[config.mk]
export PLATFORM = sky130hd
export DESIGN_NAME = audio_fifo_wr_arbiter_flat
export DESIGN_NICKNAME = d
export VERILOG_FILES = /design/src/rtl/audio_fifo_wr_arbiter_if.sv /design/src/rtl/audio_fifo_wr_arbiter.sv /design/src/flat_wrapper.sv
export SDC_FILE = /design/constraint.sdc
export NUM_CORES = 1
export LEC_CHECK = 0
export BUFFER_PORTS_ARGS = -buffer_cell sky130_fd_sc_hd__buf_2
export CAP_MARGIN = 20
export CORE_MARGIN = 4
export CORE_UTILIZATION = 36
export CTS_CLUSTER_DIAMETER = 40
export DETAILED_ROUTE_END_ITERATION = 8
export PLACE_DENSITY = 0.87
export RECOVER_POWER = 50
export SETUP_SLACK_MARGIN = 0.3
export SLEW_MARGIN = 20
export SYNTH_ARGS = -nofsm -noshare
export SYNTH_HDL_FRONTEND = slang
export SYNTH_SLANG_ARGS = --single-unit
[constraint.sdc]
create_clock -name clk_wt -period 2.45 [get_ports clk_wt]
set_clock_uncertainty 0.2 [all_clocks]
set_input_delay 0.1225 -clock clk_wt [delete_from_list [all_inputs] [get_ports clk_wt]]
set_output_delay 0.1225 -clock clk_wt [all_outputs]
set_load 0.01 [all_outputs]
[src/rtl/audio_fifo_wr_arbiter_if.sv]
// Write-port bundle shared by the audio FIFO write arbiter and its sample sources.
// The slave side is the arbiter; the master side is the sources plus the FIFO full flag.
interface audio_fifo_wr_arbiter_if #(
   parameter int req_n      = 2,
   parameter int data_width = 32
);
   logic [req_n*data_width-1:0] s_data;
   logic [req_n-1:0]            s_valid;
   logic [req_n-1:0]            s_last;
   logic [req_n-1:0]            s_ready;
   logic                        fifo_wen;
   logic                        fifo_full;
   logic [data_width-1:0]       fifo_din;

   modport master (
      output s_data, s_valid, s_last, fifo_full,
      input  s_ready, fifo_wen, fifo_din
   );

   modport slave (
      input  s_data, s_valid, s_last, fifo_full,
      output s_ready, fifo_wen, fifo_din
   );
endinterface

[src/rtl/audio_fifo_wr_arbiter.sv]
// Round-robin burst arbiter sharing the audio FIFO write port among req_n sources.
// Optional stall counter: define AUDIO_FIFO_WR_ARB_STALL_CNT_EN.
module audio_fifo_wr_arbiter #(
   parameter int req_n            = 2,
   parameter int data_width       = 32,
   parameter int max_burst        = 8,
   parameter int simulation_delay = 1
) (
   input  logic                          clk_wt,
   input  logic                          rst_n_wt,
   input  logic                          arb_en,
   audio_fifo_wr_arbiter_if.slave        bus,
   output logic [$clog2(req_n-1):0]      grant_id,
   output logic                          busy
`ifdef AUDIO_FIFO_WR_ARB_STALL_CNT_EN
   ,
   output logic [15:0]                   stall_cnt,
   input  logic                          stall_clr
`endif
);
   localparam int GW = $clog2(req_n-1) + 1;
   localparam int CW = $clog2(max_burst-1) + 1;

   // Empty guard block: flags an out-of-range configuration in elaboration listings.
   if (req_n < 2 || req_n > 8 || max_burst < 1 || max_burst > 256 || simulation_delay < 0) begin : g_param_out_of_range
   end

   typedef enum logic {IDLE, GRANT} state_t;

   state_t          state_q, state_d;
   logic [GW-1:0]   grant_q, grant_d;
   logic [GW-1:0]   last_q, last_d;
   logic [CW-1:0]   cnt_q, cnt_d;
   logic [req_n-1:0] sel;
   logic            g_valid;
   logic            g_last;
   logic [2*req_n-1:0] dbl;
   logic [req_n-1:0]   rot;
   logic [GW-1:0]      win;

   generate
      for (genvar gi = 0; gi < req_n; gi++) begin : g_sel
         assign sel[gi]         = (state_q == GRANT) && (grant_q == GW'(gi));
         assign bus.s_ready[gi] = sel[gi] & ~bus.fifo_full;
      end
   endgenerate

   always_comb begin
      g_valid      = 1'b0;
      g_last       = 1'b0;
      bus.fifo_din = '0;
      for (int i = 0; i < req_n; i++) begin
         if (sel[i]) begin
            g_valid      = bus.s_valid[i];
            g_last       = bus.s_last[i];
            bus.fifo_din = bus.s_data[i*data_width +: data_width];
         end
      end
   end

   assign bus.fifo_wen = g_valid & ~bus.fifo_full;

   // Rotate requests so bit 0 is the requester just after the previous winner.
   assign dbl = {bus.s_valid, bus.s_valid};
   assign rot = req_n'(dbl >> (int'(last_q) + 1));

   always_comb begin
      int jsel;
      jsel = 0;
      for (int j = req_n - 1; j >= 0; j--) begin
         if (rot[j]) jsel = j;
      end
      win = GW'((int'(last_q) + 1 + jsel) % req_n);
   end

   always_comb begin
      state_d = state_q;
      grant_d = grant_q;
      last_d  = last_q;
      cnt_d   = cnt_q;
      case (state_q)
         IDLE: begin
            if (arb_en && (|bus.s_valid)) begin
               state_d = GRANT;
               grant_d = win;
               cnt_d   = '0;
            end
         end
         GRANT: begin
            if (bus.fifo_wen) begin
               if (g_last || cnt_q == CW'(max_burst - 1)) begin
                  state_d = IDLE;
                  last_d  = grant_q;
               end else begin
                  cnt_d = cnt_q + 1'b1;
               end
            end
         end
         default: state_d = IDLE;
      endcase
   end

   always_ff @(posedge clk_wt or negedge rst_n_wt) begin
      if (!rst_n_wt) begin
         state_q <= IDLE;
         grant_q <= '0;
         last_q  <= GW'(req_n - 1);
         cnt_q   <= '0;
      end else begin
         state_q <= state_d;
         grant_q <= grant_d;
         last_q  <= last_d;
         cnt_q   <= cnt_d;
      end
   end

   assign grant_id = grant_q;
   assign busy     = (state_q == GRANT);

`ifdef AUDIO_FIFO_WR_ARB_STALL_CNT_EN
   logic [15:0] stall_q, stall_d;

   // Clear takes priority over a same-cycle stall increment.
   always_comb begin
      stall_d = stall_q;
      if (stall_clr) begin
         stall_d = '0;
      end else if (g_valid && bus.fifo_full && stall_q != 16'hFFFF) begin
         stall_d = stall_q + 16'd1;
      end
   end

   always_ff @(posedge clk_wt or negedge rst_n_wt) begin
      if (!rst_n_wt) stall_q <= '0;
      else           stall_q <= stall_d;
   end

   assign stall_cnt = stall_q;
`endif
endmodule

[src/flat_wrapper.sv]
// flat-port wrapper written by rule: the top's interface ports become plain ports
module audio_fifo_wr_arbiter_flat 
#(
   parameter int req_n            = 2,
   parameter int data_width       = 32,
   parameter int max_burst        = 8,
   parameter int simulation_delay = 1
)
  (clk_wt, rst_n_wt, arb_en, grant_id, busy, bus_s_data, bus_s_valid, bus_s_last, bus_fifo_full, bus_s_ready, bus_fifo_wen, bus_fifo_din);
  audio_fifo_wr_arbiter_if #(.req_n(req_n), .data_width(data_width)) bus_i ();
  input  logic clk_wt;
  input  logic rst_n_wt;
  input  logic arb_en;
  output logic [$clog2(req_n-1):0] grant_id;
  output logic busy;
  input wire logic [$bits(bus_i.s_data)-1:0] bus_s_data;
  input wire logic [$bits(bus_i.s_valid)-1:0] bus_s_valid;
  input wire logic [$bits(bus_i.s_last)-1:0] bus_s_last;
  input wire logic [$bits(bus_i.fifo_full)-1:0] bus_fifo_full;
  output wire logic [$bits(bus_i.s_ready)-1:0] bus_s_ready;
  output wire logic [$bits(bus_i.fifo_wen)-1:0] bus_fifo_wen;
  output wire logic [$bits(bus_i.fifo_din)-1:0] bus_fifo_din;
  assign bus_i.s_data = bus_s_data;
  assign bus_i.s_valid = bus_s_valid;
  assign bus_i.s_last = bus_s_last;
  assign bus_i.fifo_full = bus_fifo_full;
  assign bus_s_ready = bus_i.s_ready;
  assign bus_fifo_wen = bus_i.fifo_wen;
  assign bus_fifo_din = bus_i.fifo_din;
  audio_fifo_wr_arbiter #(.req_n(req_n), .data_width(data_width), .max_burst(max_burst), .simulation_delay(simulation_delay)) u_core (.clk_wt(clk_wt), .rst_n_wt(rst_n_wt), .arb_en(arb_en), .bus(bus_i), .grant_id(grant_id), .busy(busy));
endmodule
==> flow_metrics.tcl, run 1 <==
set metrics [dict create \
    cts.path.max_buffers 2 \
    syn_inst 115 \
    status "complete, no violations" \
    max_slew_margin_pct 63.0 \
    worstSetupPathType "reg2out" \
    numCtsBuffers 3 \
    cap_violations 0 \
    start_kind "flip-flop" \
    clock_latency_ns 0.25 \
    placementRows 18 \
    cpLargestDelayFamily "flip-flops" \
    min_path_type "in2reg" \
    drtIter0Drc 47 \
    synth_area_um2 915 \
    layout.cells.non_filler 256 \
    crit_path_start "u_core.grant_id" \
    async_reset_ff_share_pct 100 \
    fp.dieW_um 58.4 \
    cp.required_ns 2.13 \
    finalPower_mw 1.41 \
    min_path_cells 4 \
    layout.nets 300 \
    post-route-util_pct 62.4 \
    finalInstanceArea_um2 1530 \
    r2r_cells 3 \
    r2r_slack_ns 0.68 \
    fillers 249 \
    initial_core_util_pct 37.3 \
    yosys.cell_types.count 27 \
    synth-edff-count 0 \
    grt_start_max_net_pins 27 \
    grt_use_total_pct 17.6 \
    max-vdd-ir-drop_uv 556 \
    root_buffer "clkbuf_4" \
    dp_cells 248 \
    holdWs_ns 0.0189 \
    drt-pass1-iter-count 6 \
    dpl_cell_area_um2 1480 \
    p_leak_nw 0.894 \
    hold_viol 0 \
    die_h_um 58.4 \
    clkTransAtPathRegs_ns 0.05 \
    synth_seq_area_share_pct 19.3 \
    cts_max_level 1 \
    dpl_worst_slack_ns 0.676 \
    totalWireLength_um 3230 \
    via_per_inst 4.77 \
    drtAntennaViolNets 0 \
    rr_endpoint "u_core.last_q" \
    antenna_found_initial 0 \
    synth_area_per_cell_um2 7.95 \
    critPathMaxFanout 26 \
    grt_overflow_total 0 \
    synth_nets 188 \
    drc 0 \
    vias 1222 \
    min_period_ns 1.93 \
    cellPowerDensity_nw_per_um2 922 \
    tightest_slew_ns 0.555 \
    hold_start "bus_s_valid[0]" \
    first_global_vias 1100 \
    gp_congestion 0.788 \
    wl_per_cell_um 12.6 \
    slowest_stage "dfrtp_2" \
    cts_setup_buffers 0 \
    slew_violations 0 \
    cts_tree "built" \
    tns_ns 0 \
    reg2reg_from "u_core.grant_id" \
    io_pins 109 \
    slowest_delay_ns 0.56 \
    hpwl_um 2670 \
    fp.coreArea_um2 2450 \
    synthFlopType "dfrtp_1" \
    fmax_mhz 517 \
    ys_ff_latch 7 \
    setup_slack_ns 0.516 \
    antenna_cells 0 \
    timing.final.crit_share_pct 78.9 \
    cp-end-kind "output port" \
    holdPathEnd "u_core.grant_id" \
    port_buffers 108 \
    die_area_um2 3410 \
    rsz0062_at_grt "no" \
    cp_num_buf_inv 2 \
    cts.sinks 7 \
    setup-violations-final 0 \
    cp_data_arrival_time_ns 1.61 \
    drive_gt1_share_pct 46.5 \
    crit_chain "buf_6 > mux2i_1 > nor2_1 > buf_2" \
    area_growth_syn_to_layout_pct 67.4 \
    grt_pass1_wl_um 4790 \
    ys_warn_count 0 \
]
## layout make-up
cell class | count | area (um2) | area share (%)
sequential | 7 | 178 | 11.6
clock buffer | 4 | 26.3 | 1.72
multi-input combinational | 98 | 679 | 44.4
inverter | 3 | 11.3 | 0.735
tap | 30 | 37.5 | 2.45
timing repair buffer | 114 | 599 | 39.1
## flip-flops by register name (all words and copies together), names as in the netlist
signal / count
u_core.busy: 1
u_core.grant_id: 1
u_core.cnt_q: 4
u_core.last_q: 1
## cell usage in the layout (no fill, tap or decap)
cell           netlist  layout
xor2_1               1       1
xnor2_1              1       1
nand3b_1             1       1
buf_6                1       1
nand2_1              2       2
inv_1                3       3
dfstp_2              1       1
o21ai_0              7       7
dfrtp_1              6       5
nor2b_1              2       2
clkbuf_4             0       3
nand3_1              1       1
and2_0               0       1
clkbuf_1             3      11
ha_1                 1       1
buf_2                1      98
dfrtp_2              0       1
mux2i_1             37      37
nor2_1              34      34
a211oi_1             0       1
mux2_1               1       2
and4_1               1       1
buf_12               0       1
dlygate4sd3_1        0       4
nand2b_1             2       2
a21oi_1              1       1
o22ai_1              1       1
nand4b_1             1       1
nand4_1              1       1
## synthesized netlist by cell type (all sizes together), types with 2 or more instances
cell type | n | area (um2)
o21ai | 7 | 35.0
clkbuf | 3 | 11.3
dfrtp | 6 | 150
mux2i | 37 | 370
buf | 4 | 31.3
nor2 | 34 | 128
nand2b | 2 | 12.5
nor2b | 2 | 12.5
mux2 | 2 | 22.5
inv | 3 | 11.3
nand2 | 2 | 7.51
## worst min-delay path, stage by stage
cell,delay [ns]
buf_2,0.13
nand2_1,0.06
nand2_1,0.05
o21ai_0,0.07
## cells by family (layout without fill, tap and decap cells)
family | after synthesis | after routing | synth area share [%]
AOI/OAI and AO/OA | 10 | 10 | 6.43
xor gates and xnor gates | 2 | 2 | 1.92
adders and majority gates | 1 | 1 | 1.37
buffers and inverters | 10 | 121 | 5.88
DFF | 7 | 7 | 19.3
muxes | 39 | 39 | 43.0
and+or+nand+nor | 46 | 46 | 22.2
## worst max-delay path by stage
stage | cells past startpoint | end
floorplan | 4 | u_core.last_q
global placement | 4 | bus_fifo_din[9]
detailed placement | 4 | bus_fifo_din[22]
CTS | 4 | bus_fifo_din[22]
global route | 4 | bus_fifo_din[22]
finish | 4 | bus_fifo_din[22]
## what timing repair did
| action | in CTS | in global routing |
|---|---|---|
| hold buffers | 4 | 0 |
| endpoints found under the hold margin | 10 | 0 |
| gates resized for setup | 0 | 1 |
| setup endpoints to repair | 0 | 7 |
## power breakdown
part / internal, mW / leakage, nW / switching (mW)
combinational: 0.502 / 0.795 / 0.557
sequential: 0.169 / 0.0839 / 0.0803
clock: 0.0621 / 0.0150 / 0.0424
## metal layers
| metal | GRT usage, % | part of all wire, % |
|---|---|---|
| met1 | 19.6 | 35 |
| met2 | 32.7 | 53 |
| met3 | 3.95 | 11 |
| met4 | 5.63 | 1.0 |
| met5 | 0 | 0 |
No activity file was read; power rests on OpenSTA's default activity.
==> inputs of run 2 (changes only) <==
--- a/config.mk
+++ b/config.mk
@@ -8,10 +8,10 @@
 export BUFFER_PORTS_ARGS = -buffer_cell sky130_fd_sc_hd__buf_2
 export CAP_MARGIN = 20
 export CORE_MARGIN = 4
-export CORE_UTILIZATION = 36
+export CORE_UTILIZATION = 30
 export CTS_CLUSTER_DIAMETER = 40
 export DETAILED_ROUTE_END_ITERATION = 8
-export PLACE_DENSITY = 0.87
+export PLACE_DENSITY = 0.77
 export RECOVER_POWER = 50
 export SETUP_SLACK_MARGIN = 0.3
 export SLEW_MARGIN = 20
==> constraint.sdc (replaced) <==
create_clock -name clk_wt -period 1.55 [get_ports clk_wt]
set_clock_uncertainty 0.2 [all_clocks]
set_input_delay 0.0775 -clock clk_wt [delete_from_list [all_inputs] [get_ports clk_wt]]
set_output_delay 0.0775 -clock clk_wt [all_outputs]
set_load 0.01 [all_outputs]
==> run 2 against run 1 <==
Compared with the run above: the run now ends with setup timing left; cell count increased by 7.0%; via count increased by 6.0%; design area increased by 17%; non-clock buffer count increased by 17; largest cell class is now buffers; largest power group unchanged.
==> flow_metrics.tcl, run 2 (synthesis results as in run 1) <==
set metrics [dict create \
    fp.dieW_um 63.2 \
    crit_chain "buf_4 > mux2i_4 > a211oi_4 > mux2_4" \
    fp.coreArea_um2 2830 \
    numCtsBuffers 3 \
    clock_latency_ns 0.27 \
    holdWs_ns 0.0616 \
    drc 0 \
    cellPowerDensity_nw_per_um2 1540 \
    first_global_vias 1287 \
    io_pins 109 \
    rsz0062_at_grt "yes" \
    antenna_found_initial 0 \
    min_path_type "in2reg" \
    port_buffers 108 \
    grt_start_max_net_pins 21 \
    area_growth_syn_to_layout_pct 95.3 \
    cp_data_arrival_time_ns 1.63 \
    hpwl_um 2570 \
    via_per_inst 4.73 \
    clkTransAtPathRegs_ns 0.06 \
    root_buffer "clkbuf_4" \
    totalWireLength_um 3740 \
    critPathMaxFanout 5 \
    max_slew_margin_pct 78.4 \
    final_common_cell "buf_2" \
    layout.nets 317 \
    cp_num_buf_inv 1 \
    worstSetupPathType "reg2reg" \
    grt_pass1_wl_um 5840 \
    critical_path_depth 4 \
    die_h_um 63.2 \
    timing.final.crit_share_pct 106 \
    regMostFlops "u_core.cnt_q" \
    final_cell_mix "buf_2, mux2i_1, nor2_1" \
    cp.required_ns 1.53 \
    layout.cells.non_filler 274 \
    fillers 254 \
    hold_viol 0 \
    cap_violations 0 \
    slowest_stage "dfrtp_2" \
    placementRows 19 \
    gp_congestion 0.783 \
    setup-violations-final 38 \
    drtIter0Drc 27 \
    fmax_mhz 606 \
    cts.path.max_buffers 2 \
    start_kind "flip-flop" \
    r2r_cells 4 \
    dp_cells 255 \
    slowest_delay_ns 0.47 \
    cpLargestDelayFamily "multiplexers" \
    multi_input_area_um2 729 \
    layout.area.seq_um2 178 \
    max-vdd-ir-drop_uv 869 \
    initial_core_util_pct 32.3 \
    die_area_um2 4000 \
    cts_max_level 1 \
    antenna_cells 0 \
    status "complete, but fails checks" \
    setup_slack_ns -0.100 \
    min_path_cells 3 \
    largest_reg_flops 4 \
    cts.sinks 7 \
    drtAntennaViolNets 0 \
    cts_tree "built" \
    failed_checks "setup timing" \
    cp-end-kind "flip-flop" \
    drive_gt1_share_pct 57.2 \
    grt_use_total_pct 17.7 \
    tightest_slew_ns 0.323 \
    grt_overflow_total 0 \
    wl_per_cell_um 13.7 \
    vias 1295 \
    slew_violations 0 \
    min_period_ns 1.65 \
    drt-pass1-iter-count 4 \
    p_leak_nw 1.03 \
]
-- run 2: cell count changes in the layout (fill, tap and decap cells not counted), moves of 3 or more --
cell	delta
buf_6	+3
nor2_2	+3
buf_2	+9
clkbuf_1	-9
nor2_1	-3
buf_4	+8
-- run 2: per-stage QoR --
stage / setup TNS, ns / cell area, um2 / utilization, % / power (mW) / setup slack [ns]
after floorplan: 0 / 916 / - / 1.52 / 0.0365
after global placement: 0 / 1510 / 53.5 / 2.13 / 0.0228
after detailed placement: -0.0131 / 1510 / 53.5 / 2.16 / -0.0131
after CTS: -1.57 / 1720 / 60.7 / 2.60 / -0.0679
after global routing: -4.13 / 1790 / 63.2 / 2.98 / -0.141
final: -1.64 / 1790 / 63.2 / 2.75 / -0.100
-- run 2: worst register-to-register path: cells and delay by family (launching register included) --
family / cells / cell delay (ns)
mux: 2 / 0.51
flops: 1 / 0.47
compound gates: 1 / 0.21
buf+inv: 1 / 0.17
-- run 2: layout make-up --
cell class	instances	share of cell area (%)
sequential	7	9.94
clock buffer	4	1.47
inverter	3	0.840
timing repair buffer	131	44.7
tap	31	2.17
multi-input combinational	98	40.8
-- run 2: report_power, final --
part / internal (mW) / total (mW) / switching (mW) / leakage (nW)
sequential: 0.268 / 0.348 / 0.0805 / 0.0838
clock: 0.0988 / 0.175 / 0.0758 / 0.0150
combinational: 1.15 / 2.23 / 1.07 / 0.930
total: 1.52 / 2.75 / 1.23 / 1.03
-- run 2: metal layers --
layer / track usage, % / up-vias / wire [um]
met1: 18.3 / 572 / 1320
met3: 5.33 / 6 / 420
met2: 33.2 / 66 / 1940
met4: 6.47 / 0 / 64
li1: - / 651 / -
met5: 0 / - / 0
-- run 2: final timing paths --
| check | from | to | slack, ns |
|---|---|---|---|
| max in group asynchronous | rst_n_wt | u_core.grant_id | 0.56 |
| min | bus_s_valid[0] | u_core.busy | 0.06 |
| max | u_core.grant_id | u_core.last_q | -0.1 |
| max reg2reg | u_core.grant_id | u_core.last_q | -0.1 |
| min reg2reg | u_core.cnt_q[0] | u_core.cnt_q[0] | 0.36 |
| min in group asynchronous | rst_n_wt | u_core.last_q | 0.13 |
-- run 2: timing repair --
action	in CTS	in global routing
setup endpoints to repair	43	49
setup buffers	2	4
pin swaps	1	1
resized for setup	18	10
hold buffers	7	0
hold endpoints to repair	10	0
gates cloned	1	1
==> inputs of run 3 (changes only) <==
--- a/config.mk
+++ b/config.mk
@@ -11,9 +11,12 @@
 export CORE_UTILIZATION = 30
 export CTS_CLUSTER_DIAMETER = 40
 export DETAILED_ROUTE_END_ITERATION = 8
+export GPL_ROUTABILITY_DRIVEN = 0
+export GPL_TIMING_DRIVEN = 0
 export PLACE_DENSITY = 0.77
 export RECOVER_POWER = 50
 export SETUP_SLACK_MARGIN = 0.3
+export SKIP_CTS_REPAIR_TIMING = 1
 export SLEW_MARGIN = 20
 export SYNTH_ARGS = -nofsm -noshare
 export SYNTH_HDL_FRONTEND = slang
==> run 3 against run 2 <==
Compared with the run above: the run ends with hold timing, setup timing left; routed wire length is 5.2% lower; total power down 0.35%; utilization down 2.2 points; combinational power about the same; global-route usage fell by 0.95 points; largest power group unchanged.
==> flow_metrics.tcl, run 3 (synthesis results as in run 1) <==
set metrics [dict create \
    totalWireLength_um 3550 \
    multi_input_area_um2 729 \
    layout.area.seq_um2 179 \
    antenna_cells 0 \
    layout.nets 311 \
    numCtsBuffers 3 \
    drtIter0Drc 26 \
    clkTransAtPathRegs_ns 0.05 \
    setup_slack_ns -0.146 \
    tns_ns -2.40 \
    start_kind "flip-flop" \
    fillers 257 \
    area_growth_syn_to_layout_pct 88.6 \
    grt_use_total_pct 16.7 \
    r2r_slack_ns -0.15 \
    cts.path.max_buffers 2 \
    grt_pass1_wl_um 5570 \
    fmax_mhz 590 \
    tightest_slew_ns 0.393 \
    cellPowerDensity_nw_per_um2 1590 \
    cp_data_arrival_time_ns 1.67 \
    final_common_cell "buf_2" \
    drc 0 \
    min_path_type "in2reg" \
    root_buffer "clkbuf_4" \
    critical_path_depth 4 \
    largest_reg_flops 4 \
    final_cell_mix "buf_2, mux2i_1, nor2_1" \
    min_period_ns 1.70 \
    dpl_worst_slack_ns -0.0941 \
    critPathMaxFanout 4 \
    cpLargestDelayFamily "multiplexers" \
    initial_core_util_pct 32.3 \
    status "complete, but fails checks" \
    crit_chain "buf_6 > mux2i_4 > a211oi_2 > mux2_4" \
    r2r_cells 4 \
    max-vdd-ir-drop_uv 595 \
    worstSetupPathType "reg2reg" \
    cts_tree "built" \
    slew_violations 0 \
    slowest_stage "dfrtp_2" \
    p_leak_nw 1.01 \
    cts.sinks 7 \
    failed_checks "hold timing, setup timing" \
    cp.required_ns 1.53 \
    holdWs_ns -0.0328 \
    io_pins 109 \
    die_area_um2 4000 \
    hpwl_um 2790 \
    setup-violations-final 38 \
    hold_viol 1 \
    drt-pass1-iter-count 4 \
    port_buffers 108 \
    cp-end-kind "flip-flop" \
    cap_violations 0 \
    timing.final.crit_share_pct 109 \
    vias 1308 \
    fp.dieW_um 63.2 \
    finalPower_mw 2.74 \
    slowest_delay_ns 0.45 \
    post-route-util_pct 61.0 \
    wl_per_cell_um 13.2 \
    cts_max_level 1 \
    antenna_found_initial 0 \
    cp_num_buf_inv 1 \
    regMostFlops "u_core.cnt_q" \
    grt_start_max_net_pins 11 \
    fp.coreArea_um2 2830 \
    clock_latency_ns 0.25 \
    grt_overflow_total 0 \
    placementRows 19 \
    first_global_vias 1281 \
    via_per_inst 4.88 \
    drive_gt1_share_pct 57.0 \
    drtAntennaViolNets 0 \
    max_slew_margin_pct 73.8 \
    rsz0062_at_grt "yes" \
    min_path_cells 4 \
    die_h_um 63.2 \
]
-- run 3: changes by cell type in the layout (fill, tap and decap cells not counted), sizes merged --
cell | before | now
clkdlybuf4s25 | 1 | 0
inv | 2 | 3
clkinvlp | 1 | 0
clkbuf | 6 | 8
dlygate4sd3 | 6 | 4
buf | 122 | 117
-- run 3: path summary, 6_finish.rpt --
path                                   endpoint             from
worst max-delay path              u_core.last_q  u_core.grant_id
worst min-delay path            u_core.grant_id   bus_s_valid[0]
worst max register to register    u_core.last_q  u_core.grant_id
worst min register to register  u_core.cnt_q[0]  u_core.cnt_q[0]
max in group asynchronous         u_core.last_q         rst_n_wt
min in group asynchronous       u_core.cnt_q[0]         rst_n_wt
-- run 3: layout make-up --
class,instances,area share [%]
plain buffers,7,5.95
clock buffers,4,1.52
inverters,3,0.653
multi-input cells,98,42.3
flip-flops and latches,7,10.4
well taps,31,2.25
repair buffers,118,37.0
-- run 3: power breakdown --
part           total [mW]  switching [mW]  internal, mW
sequential          0.359          0.0892         0.270
clock               0.169          0.0703        0.0984
combinational        2.21            1.05          1.17
total                2.74            1.20          1.53
-- run 3: stage by stage --
step | area [um2] | instances
after floorplan | 916 | 115
after global placement | 1500 | 254
after detailed placement | 1500 | 254
after CTS | 1520 | 258
after global routing | 1730 | 268
final | 1730 | 268
-- run 3: worst register-to-register path, stage by stage, from the launching register on --
cell	delay (ns)
dfrtp_2	0.45
buf_6	0.14
mux2i_4	0.19
a211oi_2	0.31
mux2_4	0.34
-- run 3: per-layer routing --
metal | global-route usage (%) | up-vias | wire length, um
met5 | 0 | - | 0
met4 | 7.28 | 0 | 57
met3 | 4.97 | 6 | 396
met2 | 30.4 | 73 | 1880
met1 | 17.7 | 583 | 1210
li1 | - | 646 | -
